$ cat config.mk
export PLATFORM = sky130hd
export DESIGN_NAME = mb_rtu_poll_sched
export DESIGN_NICKNAME = d
export VERILOG_FILES = /design/src/rtl/mb_pkg.sv /design/src/rtl/mb_slot_table.sv /design/src/rtl/mb_rtu_poll_sched.sv
export SDC_FILE = /design/constraint.sdc
export NUM_CORES = 1
export LEC_CHECK = 0
export BUFFER_PORTS_ARGS = -buffer_cell sky130_fd_sc_hd__clkbuf_2
export CAP_MARGIN = 20
export CORE_ASPECT_RATIO = 1.75
export CORE_MARGIN = 5
export CORE_UTILIZATION = 49
export DETAILED_ROUTE_END_ITERATION = 8
export PLACE_DENSITY_LB_ADDON = 0.2
export SYNTH_ARGS = -nofsm -noshare
export SYNTH_HDL_FRONTEND = slang
export SYNTH_SLANG_ARGS = --single-unit
$ cat constraint.sdc
create_clock -name clk_i -period 2.9 [get_ports clk_i]
set_input_delay 0.435 -clock clk_i [delete_from_list [all_inputs] [get_ports clk_i]]
set_output_delay 0.435 -clock clk_i [all_outputs]
set_load 0.02 [all_outputs]
$ cat src/rtl/mb_pkg.sv
// Shared types and constants for the Modbus RTU master poll path:
// FSM encoding, slot record layout, function codes and 50 MHz timing defaults.
package mb_pkg;

  typedef enum logic [5:0] {
    ST_IDLE     = 6'b000001,
    ST_GAP      = 6'b000010,
    ST_ISSUE    = 6'b000100,
    ST_WAIT_TX  = 6'b001000,
    ST_WAIT_RSP = 6'b010000,
    ST_NEXT     = 6'b100000
  } state_e;

  typedef struct packed {
    logic        en;
    logic [7:0]  fun;
    logic [15:0] addr;
    logic [15:0] num;
  } slot_t;

  localparam logic [7:0] FC_READ_COILS   = 8'h01;
  localparam logic [7:0] FC_READ_HOLD    = 8'h03;
  localparam logic [7:0] FC_WRITE_SINGLE = 8'h06;
  localparam logic [7:0] FC_WRITE_MULTI  = 8'h10;

  // T3.5 with 10-bit characters at a 50 MHz clock.
  localparam int GAP_9600      = 182292;
  localparam int GAP_19200     = 91146;
  localparam int TIMEOUT_9600  = 50000000;
  localparam int TIMEOUT_19200 = 50000000;

endpackage

$ cat src/rtl/mb_slot_table.sv
// Request slot register file: one synchronous write port, one combinational
// read port, plus the enable vector that feeds the round-robin picker.
module mb_slot_table
  import mb_pkg::*;
#(
  parameter int SLOTS = 4
) (
  input  logic                     clk_i,
  input  logic                     rst_i,
  input  logic                     we_i,
  input  logic [$clog2(SLOTS)-1:0] wr_idx_i,
  input  slot_t                    wr_dat_i,
  input  logic [$clog2(SLOTS)-1:0] rd_idx_i,
  output slot_t                    rd_dat_o,
  output logic [SLOTS-1:0]         en_o
);

  slot_t tbl_q [SLOTS];

  always_ff @(posedge clk_i) begin
    if (rst_i) begin
      for (int i = 0; i < SLOTS; i++) begin
        tbl_q[i] <= '0;
      end
    end else if (we_i) begin
      tbl_q[wr_idx_i] <= wr_dat_i;
    end
  end

  assign rd_dat_o = tbl_q[rd_idx_i];

  always_comb begin
    en_o = '0;
    for (int i = 0; i < SLOTS; i++) begin
      en_o[i] = tbl_q[i].en;
    end
  end

endmodule

$ cat src/rtl/mb_rtu_poll_sched.sv
// Modbus RTU master poll scheduler: round-robin over enabled slots, inter-frame
// gap, response timeout and bounded retries, per-slot ok/fail status pulses.
module mb_rtu_poll_sched
  import mb_pkg::*;
#(
  parameter int SLOTS       = 4,
  parameter int GAP_CYC     = GAP_9600,
  parameter int TIMEOUT_CYC = TIMEOUT_9600,
  parameter int MAX_RETRY   = 2
) (
  input  logic                     clk_i,
  input  logic                     rst_i,
  input  logic                     run_i,
  input  logic                     cfg_we_i,
  input  logic [$clog2(SLOTS)-1:0] cfg_slot_i,
  input  logic                     cfg_en_i,
  input  logic [7:0]               cfg_fun_i,
  input  logic [15:0]              cfg_addr_i,
  input  logic [15:0]              cfg_num_i,
  input  logic                     tx_done_i,
  input  logic                     rx_done_i,
  input  logic                     rx_crc_ok_i,
  output logic                     tx_en_pulse_o,
  output logic [15:0]              mb_addr_o,
  output logic [15:0]              mb_num_o,
  output logic [7:0]               fun_o,
  output logic                     busy_o,
  output logic [$clog2(SLOTS)-1:0] cur_slot_o,
  output logic                     slot_ok_o,
  output logic                     slot_fail_o
);

  localparam int IW = $clog2(SLOTS);
  localparam int GW = $clog2(GAP_CYC + 1);
  localparam int TW = $clog2(TIMEOUT_CYC + 1);
  localparam int RW = (MAX_RETRY > 0) ? $clog2(MAX_RETRY + 1) : 1;

  state_e        state_q;
  logic [GW-1:0] gap_q;
  logic [TW-1:0] timer_q;
  logic [RW-1:0] retry_q;
  logic [IW-1:0] rr_ptr_q;
  logic [IW-1:0] cur_slot_q;
  logic [7:0]    fun_q;
  logic [15:0]   addr_q;
  logic [15:0]   num_q;
  logic          tx_en_q;
  logic          busy_q;
  logic          slot_ok_q;
  logic          slot_fail_q;

  logic [IW-1:0]    pick_idx;
  logic             pick_vld;
  slot_t            wr_dat;
  slot_t            rd_dat;
  logic [SLOTS-1:0] en_vec;
  logic             timer_hit;
  logic             ok_ev;
  logic             err_ev;
  logic             to_ev;

  assign wr_dat = '{en: cfg_en_i, fun: cfg_fun_i, addr: cfg_addr_i, num: cfg_num_i};

  mb_slot_table #(.SLOTS(SLOTS)) u_tbl (
    .clk_i    (clk_i),
    .rst_i    (rst_i),
    .we_i     (cfg_we_i),
    .wr_idx_i (cfg_slot_i),
    .wr_dat_i (wr_dat),
    .rd_idx_i (pick_idx),
    .rd_dat_o (rd_dat),
    .en_o     (en_vec)
  );

  // Scan from the farthest offset down so the nearest enabled slot after rr_ptr wins.
  always_comb begin
    pick_vld = 1'b0;
    pick_idx = '0;
    for (int i = SLOTS; i >= 1; i--) begin
      if (en_vec[rr_ptr_q + IW'(i)]) begin
        pick_vld = 1'b1;
        pick_idx = rr_ptr_q + IW'(i);
      end
    end
  end

  assign timer_hit = (timer_q >= TW'(TIMEOUT_CYC));
  assign ok_ev     = (state_q == ST_WAIT_RSP) && rx_done_i && rx_crc_ok_i;
  assign err_ev    = (state_q == ST_WAIT_RSP) && rx_done_i && !rx_crc_ok_i;
  // A response arriving on the timeout cycle takes priority over the timeout.
  assign to_ev     = timer_hit && (((state_q == ST_WAIT_TX) && !tx_done_i) ||
                                   ((state_q == ST_WAIT_RSP) && !rx_done_i));

  always_ff @(posedge clk_i) begin
    if (rst_i) begin
      state_q     <= ST_IDLE;
      gap_q       <= '0;
      timer_q     <= '0;
      retry_q     <= '0;
      rr_ptr_q    <= IW'(SLOTS - 1);
      cur_slot_q  <= '0;
      fun_q       <= '0;
      addr_q      <= '0;
      num_q       <= '0;
      tx_en_q     <= 1'b0;
      busy_q      <= 1'b0;
      slot_ok_q   <= 1'b0;
      slot_fail_q <= 1'b0;
    end else begin
      tx_en_q     <= 1'b0;
      slot_ok_q   <= 1'b0;
      slot_fail_q <= 1'b0;
      if (((state_q == ST_WAIT_TX) || (state_q == ST_WAIT_RSP)) && !timer_hit) begin
        timer_q <= timer_q + 1'b1;
      end
      if (ok_ev) begin
        slot_ok_q <= 1'b1;
        state_q   <= ST_NEXT;
      end else if (err_ev || to_ev) begin
        if (retry_q < RW'(MAX_RETRY)) begin
          retry_q <= retry_q + 1'b1;
          gap_q   <= '0;
          state_q <= ST_GAP;
        end else begin
          slot_fail_q <= 1'b1;
          state_q     <= ST_NEXT;
        end
      end else begin
        case (state_q)
          ST_IDLE: begin
            if (run_i && pick_vld && rd_dat.en) begin
              cur_slot_q <= pick_idx;
              fun_q      <= rd_dat.fun;
              addr_q     <= rd_dat.addr;
              num_q      <= rd_dat.num;
              retry_q    <= '0;
              gap_q      <= '0;
              busy_q     <= 1'b1;
              state_q    <= ST_GAP;
            end
          end
          ST_GAP: begin
            if (gap_q == GW'(GAP_CYC - 1)) begin
              tx_en_q <= 1'b1;
              state_q <= ST_ISSUE;
            end else begin
              gap_q <= gap_q + 1'b1;
            end
          end
          ST_ISSUE: begin
            timer_q <= '0;
            state_q <= ST_WAIT_TX;
          end
          ST_WAIT_TX: begin
            if (tx_done_i) begin
              state_q <= ST_WAIT_RSP;
            end
          end
          ST_WAIT_RSP: begin
            state_q <= ST_WAIT_RSP;
          end
          ST_NEXT: begin
            rr_ptr_q <= cur_slot_q;
            busy_q   <= 1'b0;
            state_q  <= ST_IDLE;
          end
          default: begin
            busy_q  <= 1'b0;
            state_q <= ST_IDLE;
          end
        endcase
      end
    end
  end

  assign tx_en_pulse_o = tx_en_q;
  assign mb_addr_o     = addr_q;
  assign mb_num_o      = num_q;
  assign fun_o         = fun_q;
  assign busy_o        = busy_q;
  assign cur_slot_o    = cur_slot_q;
  assign slot_ok_o     = slot_ok_q;
  assign slot_fail_o   = slot_fail_q;

endmodule
# ---- After elaboration in Yosys (flattened, before gate mapping)
# Memories as Yosys holds them, arrays and structs flattened.
# Cells that the tools add are included.
dict set report word_totals {
  register_bits 100
  word_cells 127
  in_bits 50
  output_inout_bits 46
  latch_bits 0
  ram_bits 164
  n_memories 1
  romBits 0
}
dict set report op_classes {
  div 0
  n_mul 0
  bitwise 4
  shift 0
  mux 49
  order_cmp 6
  add_sub_neg 6
  reduce_logical 31
  eq_ne 16
}
# memory depth width rd rd_clocked_by_memory_dff write_ports line
set mem_list {}
lappend mem_list {u_tbl.tbl_q 4 41 5 0 4 mb_slot_table.sv:18} ;# slot_t tbl_q [SLOTS];
# operator count
set op_table {}
lappend op_table {{26-bit two-way mux} 4}
lappend op_table {{18-bit two-way mux} 4}
lappend op_table {{41-bit two-way mux} 1}
lappend op_table {{41-bit OR reduction} 1}
lappend op_table {{6-bit two-way mux} 6}
lappend op_table {{18-bit case mux with 2 select lines} 1}
lappend op_table {{6-bit case mux with 5 select lines} 1}
lappend op_table {{26-bit by 1-bit adder with 26-bit output (second input constant)} 1}
lappend op_table {{26-bit >= comparator (second input constant)} 1}
lappend op_table {{18-bit by 1-bit adder with 18-bit output (second input constant)} 1}
lappend op_table {{18-bit == test (second input constant)} 1}
lappend op_table {{1-bit two-way mux} 18}
lappend op_table {{2-bit two-way mux} 9}
lappend op_table {{2-bit by 3-bit less-than comparator with 1-bit output (second input constant)} 4}
lappend op_table {{4-bit AND reduction} 3}
lappend op_table {{1-bit logical AND} 9}
lappend op_table {{3-bit inequality test (second input constant)} 3}
lappend op_table {{3-bit AND reduction} 3}
lappend op_table {{1-bit binary-select mux with 2-bit select} 4}
lappend op_table {{4-bit inequality test (second input constant)} 2}
lappend op_table {{4-bit OR reduction} 2}
lappend op_table {{6-bit by 1-bit == test with 1-bit output (second input constant)} 1}
lappend op_table {{6-bit by 2-bit == test with 1-bit output (second input constant)} 1}
lappend op_table {{6-bit by 3-bit == test with 1-bit output (second input constant)} 1}
lappend op_table {{other kinds (19)} 30}

# ---- Logic depth before layout (Yosys ltp)
dict set report logic_depth {
  ltp_word 12
  mapped_depth 8
  mapped_depth_nobuf 7
}

# ---- Modules after synthesis
# From an unflattened synthesis, not the netlist that was laid out.
dict set report hier_totals {
  hier_cells 965
  area_unflattened_um2 11786.3
}
# mod area_per_inst_um2 cells_each seq_area_each_um2 n_inst
set by_module_without_submodules {}
lappend by_module_without_submodules {mb_slot_table 7204.4 409 4924.7 1}
lappend by_module_without_submodules {mb_rtu_poll_sched 4581.9 556 2001.9 1}

# ---- Worst setup path after synthesis
# OpenSTA, ideal clock, no wires.
dict set report synth_path {
  kind {reg-to-reg}
  start {reg state_q[3]}
  end {reg gap_q[17]}
  required_time_ns 2.781
  synth_period_minus_slack_ns 2.288
  stages_incl_launch_ff 9
  path_slack_ns 0.612
  n_path_buf 2
  arrival_time_ns 2.169
  setup_ns 0.119
  path_cell_list {dfxtp_1 or4_1 or4_1 buf_2 and2_4 o21a_4 buf_6 a22oi_2 o21ai_1}
}
dict set report synth_between {
  elab_chain_len 7
  elab_cells_between_ends 20
  cone_classes {eq/ne: 7; mux: 2; bitwise: 1; reduce/logical: 10}
}
# element line
set synth_rtl {}
lappend synth_rtl {{from (decl)} mb_rtu_poll_sched.sv:38} ;# state_e state_q;
lappend synth_rtl {{from (signal assigned)} mb_rtu_poll_sched.sv:96} ;# state_q <= ST_IDLE;
lappend synth_rtl {{from (signal assigned)} mb_rtu_poll_sched.sv:118} ;# state_q <= ST_NEXT;
lappend synth_rtl {{from (signal assigned)} mb_rtu_poll_sched.sv:123} ;# state_q <= ST_GAP;
lappend synth_rtl {{6-bit by 4-bit == test with 1-bit output / 6-bit by 5-bit == test with 1-bit output (equally long branches)} --}
lappend synth_rtl {{1-bit logical AND, on equally long branches} {mb_rtu_poll_sched.sv:91, mb_rtu_poll_sched.sv:92}}
lappend synth_rtl {{1-bit logical OR} mb_rtu_poll_sched.sv:91} ;# assign to_ev = timer_hit && (((state_q == ST_WAIT_TX) && !tx_done_i) ||
lappend synth_rtl {{1-bit logical AND} mb_rtu_poll_sched.sv:91}
lappend synth_rtl {{1-bit logical OR} mb_rtu_poll_sched.sv:119} ;# end else if (err_ev || to_ev) begin
lappend synth_rtl {{3-bit inequality test (no source line) (tied with other cells)} --}
lappend synth_rtl {{5-bit AND reduction (no source line)} --}
lappend synth_rtl {{to (signal assigned)} mb_rtu_poll_sched.sv:147} ;# gap_q <= gap_q + 1'b1;
lappend synth_rtl {{to (decl)} mb_rtu_poll_sched.sv:39} ;# logic [GW-1:0] gap_q;
# Several ways; a longest one is shown, not always the timed one.
# A chain may end at the register's enable or synchronous reset.

# ---- Worst setup path in the final report
dict set report layout_path {
  start {reg state_q[3]}
  end {reg gap_q[14]}
}
# Same word-level chain as after synthesis.

==> impl_metrics.yaml <==
outcome:
  status: "complete, no violations"
worst_setup_path:
  path_max_fanout: 14
  crit_family: "simple AND/OR/NAND/NOR gates"
  critPathSlowestCell: "or4_1"
  worst-endpoint-required_ns: 3.26
  startpoint_type: "register"
  r2r_slack_ns: 0.41
  end_kind: "register"
  max_stage_delay_ns: 0.60
  worst-path-buf-inv: 0
  cp.arrival_ns: 2.85
  worstPathCellList: "or4_1 > or4_4 > and2_4 > o21a_4 > nand2_1 > a311oi_1"
  r2r-start: "state_q[3]$_SDFFE_PP0P_"
  crit_type: "reg2reg"
  crit_cells: 6
  r2r.worst_path.cells: 6
  r2r_end: "gap_q[14]$_SDFFE_PP0P_"
synth:
  netlist_top_cells_count: "and2_1 (167), edfxtp_1 (164), nand2_1 (152), dfxtp_1 (100), clkbuf_1 (71)"
  ys_top_cells_by_area: "edfxtp_1 (42%), dfxtp_1 (17%), and2_1 (8.9%)"
  synth_top_cell_by_area: "edfxtp_1"
  synth_area_per_cell_um2: 10.7
  syn_area_um2: 11800
  synth_fp_nets: 1153
  syn_inst: 1100
  synth_top_area_share_pct: 41.9
  synth_edf_count: 164
  ys_seq_elements: 264
  ys_seq_area_share_pct: 58.9
  synth.distinct_cells: 60
  synthArstFlopShare_pct: 0
  yosys_warnings: 0
  yosysMostFrequentCell: "and2_1"
  synth_ff_type: "edfxtp_1"
clock_tree:
  clock_tree.buffer_depth: 3
  cts_inserted_buffers: 24
  cts_max_level: 1
  clock_latency_ns: 0.53
  ctsResizeCount: 0
  cts_root_buf: "clkbuf_16"
  tritoncts: "yes"
  clk_transition_reported_paths_ns: 0.07
  ctsHoldBuffers: 0
  post_cts_buffers: 0
  clkSinkCount: 264
placement:
  dp.cells: 1462
  port_buffers: 95
  place.gp.congestion: 0.812
  dp_hpwl_um: 17700
hold_path:
  hold_path_class: "in2reg"
  holdCritStartpoint: "rx_crc_ok_i"
  min_delay_path_depth: 3
  min_to: "slot_ok_o$_SDFF_PP0_"
die:
  io-pin-count: 96
  num_rows: 75
  start_util_pct: 49.3
  dieHeight_um: 215
  die-area_um2: 27300
  core_area_um2: 23800
  die_x_um: 127
global_routing:
  grt_pass1_vias: 8755
  grt_antenna_before_repair: 2
  grt_pass1_wl_um: 44900
  grt-ovfl-total: 0
  grtUsageTotal_pct: 20.5
  grt_max_degree: 86
final_layout:
  area_growth_syn_to_layout_pct: 14.6
  num-nets-final: 1233
  final_cell_count_no_fill: 1507
  fillers: 2110
  drive_above_1_share_pct: 15.7
power:
  leakage_nw: 5.00
  max-vdd-ir-drop_mv: 0.571
  p_per_area_nw_per_um2: 619
sta:
  drv_slew: 0
  slew_headroom_pct: 48.2
  finalSetupTns_ns: 0
  rsz0062_at_grt: "no"
  clock_skew_ns: 0.0104
  period_share_pct: 85.8
  tightest_slew_ns: 0.777
  post-route-min-period_ns: 2.49
  fmax_mhz: 402
  hold_violations: 0
  setup_viol: 0
routing:
  wire_per_inst_um: 18.7
  via_per_inst: 5.68
  drc_errors: 0
  num_vias: 8562
  dr.pass1.iters: 4
  drt-total-wl_um: 28200
  antenna_left: 0
  drtIter0Drc: 624
flow_run:
  drv_cap: 0
-- power by group --
group          switching (mW)  total (mW)  internal [mW]
combinational           0.588       0.895          0.306
sequential             0.0883        4.32           4.23
clock                    1.38        3.13           1.75
-- stage by stage --
step	worst slack (ns)	util, %	power (mW)	cell area (µm²)	hold slack, ns
floorplan	0.612	-	4.95	11800	0.446
CTS	0.390	56.5	8.43	13500	0.143
finish	0.411	56.5	8.34	13500	0.162
detailed placement	0.411	53.3	5.31	12700	0.447
global placement	0.487	53.3	5.29	12700	0.443
global route	0.264	56.5	8.66	13500	0.171
-- worst reg2reg max path: stages, from the launching register on --
cell and delay, ns:
dfxtp_1 0.37, or4_1 0.60, or4_4 0.55, and2_4 0.17, o21a_4 0.25, nand2_1 0.22, a311oi_1 0.15
-- flip-flops by register name, indices dropped and copies added, names as in the netlist, 6 cells and up --
signal       count
mb_num_o        16
gap_q           18
u_tbl.tbl_q    164
timer_q         26
fun_o            8
state_q          6
mb_addr_o       16
-- per-layer routing --
metal,global-route usage (%),wire length [µm],up-vias
met5,0,13,-
met4,7.44,770,2
met3,2.78,1090,45
met2,39.6,15600,158
met1,22.1,10700,4210
li1,-,-,4147
-- worst max-delay path by stage --
| stage | slack (ns) | from | endpoint |
|---|---|---|---|
| final | 0.41 | state_q[3]$_SDFFE_PP0P_ | gap_q[14]$_SDFFE_PP0P_ |
| after global routing | 0.26 | u_tbl.tbl_q[1][40]$_SDFFCE_PN0P_ | gap_q[14]$_SDFFE_PP0P_ |
| after global placement | 0.49 | state_q[3]$_SDFFE_PP0P_ | gap_q[14]$_SDFFE_PP0P_ |
| after detailed placement | 0.41 | state_q[3]$_SDFFE_PP0P_ | gap_q[14]$_SDFFE_PP0P_ |
| after floorplan | 0.61 | state_q[3]$_SDFFE_PP0P_ | gap_q[17]$_SDFFE_PP0P_ |
| after CTS | 0.39 | state_q[3]$_SDFFE_PP0P_ | gap_q[14]$_SDFFE_PP0P_ |
-- area by class of cell --
class	instances	area, µm²	share of cell area [%]
sequential	264	6930	51.4
multi-input combinational	746	4540	33.7
timing repair buffer	129	796	5.91
clock buffer	28	637	4.73
tap	308	385	2.86
clock inverter	16	128	0.947
inverter	15	56.3	0.418
antenna	1	2.50	0.0186
-- layout by cell type, fill, tap and decap left out, drive strengths merged, types with 7 or more instances in the layout --
| cell type | n |
|---|---|
| nand4 | 7 |
| clkinv | 12 |
| inv | 15 |
| or4 | 8 |
| and3 | 47 |
| nand2b | 10 |
| clkbuf | 122 |
| nand2 | 152 |
| or3 | 7 |
| xnor2 | 17 |
| and2 | 170 |
| nor2 | 48 |
| nand3 | 13 |
| buf | 35 |
| o21ai | 11 |
| dfxtp | 100 |
| a21oi | 69 |
| a211oi | 43 |
| nor3 | 22 |
| edfxtp | 164 |
| a311o | 41 |
-- logic make-up after synthesis --
family | synth area share [%]
compound gates | 12.9
xor+xnor | 1.34
fa+ha+maj | 0.319
buf+inv | 2.97
flops | 58.9
mux | 0.170
simple gates | 23.3
(Power assumes the default switching activity.)
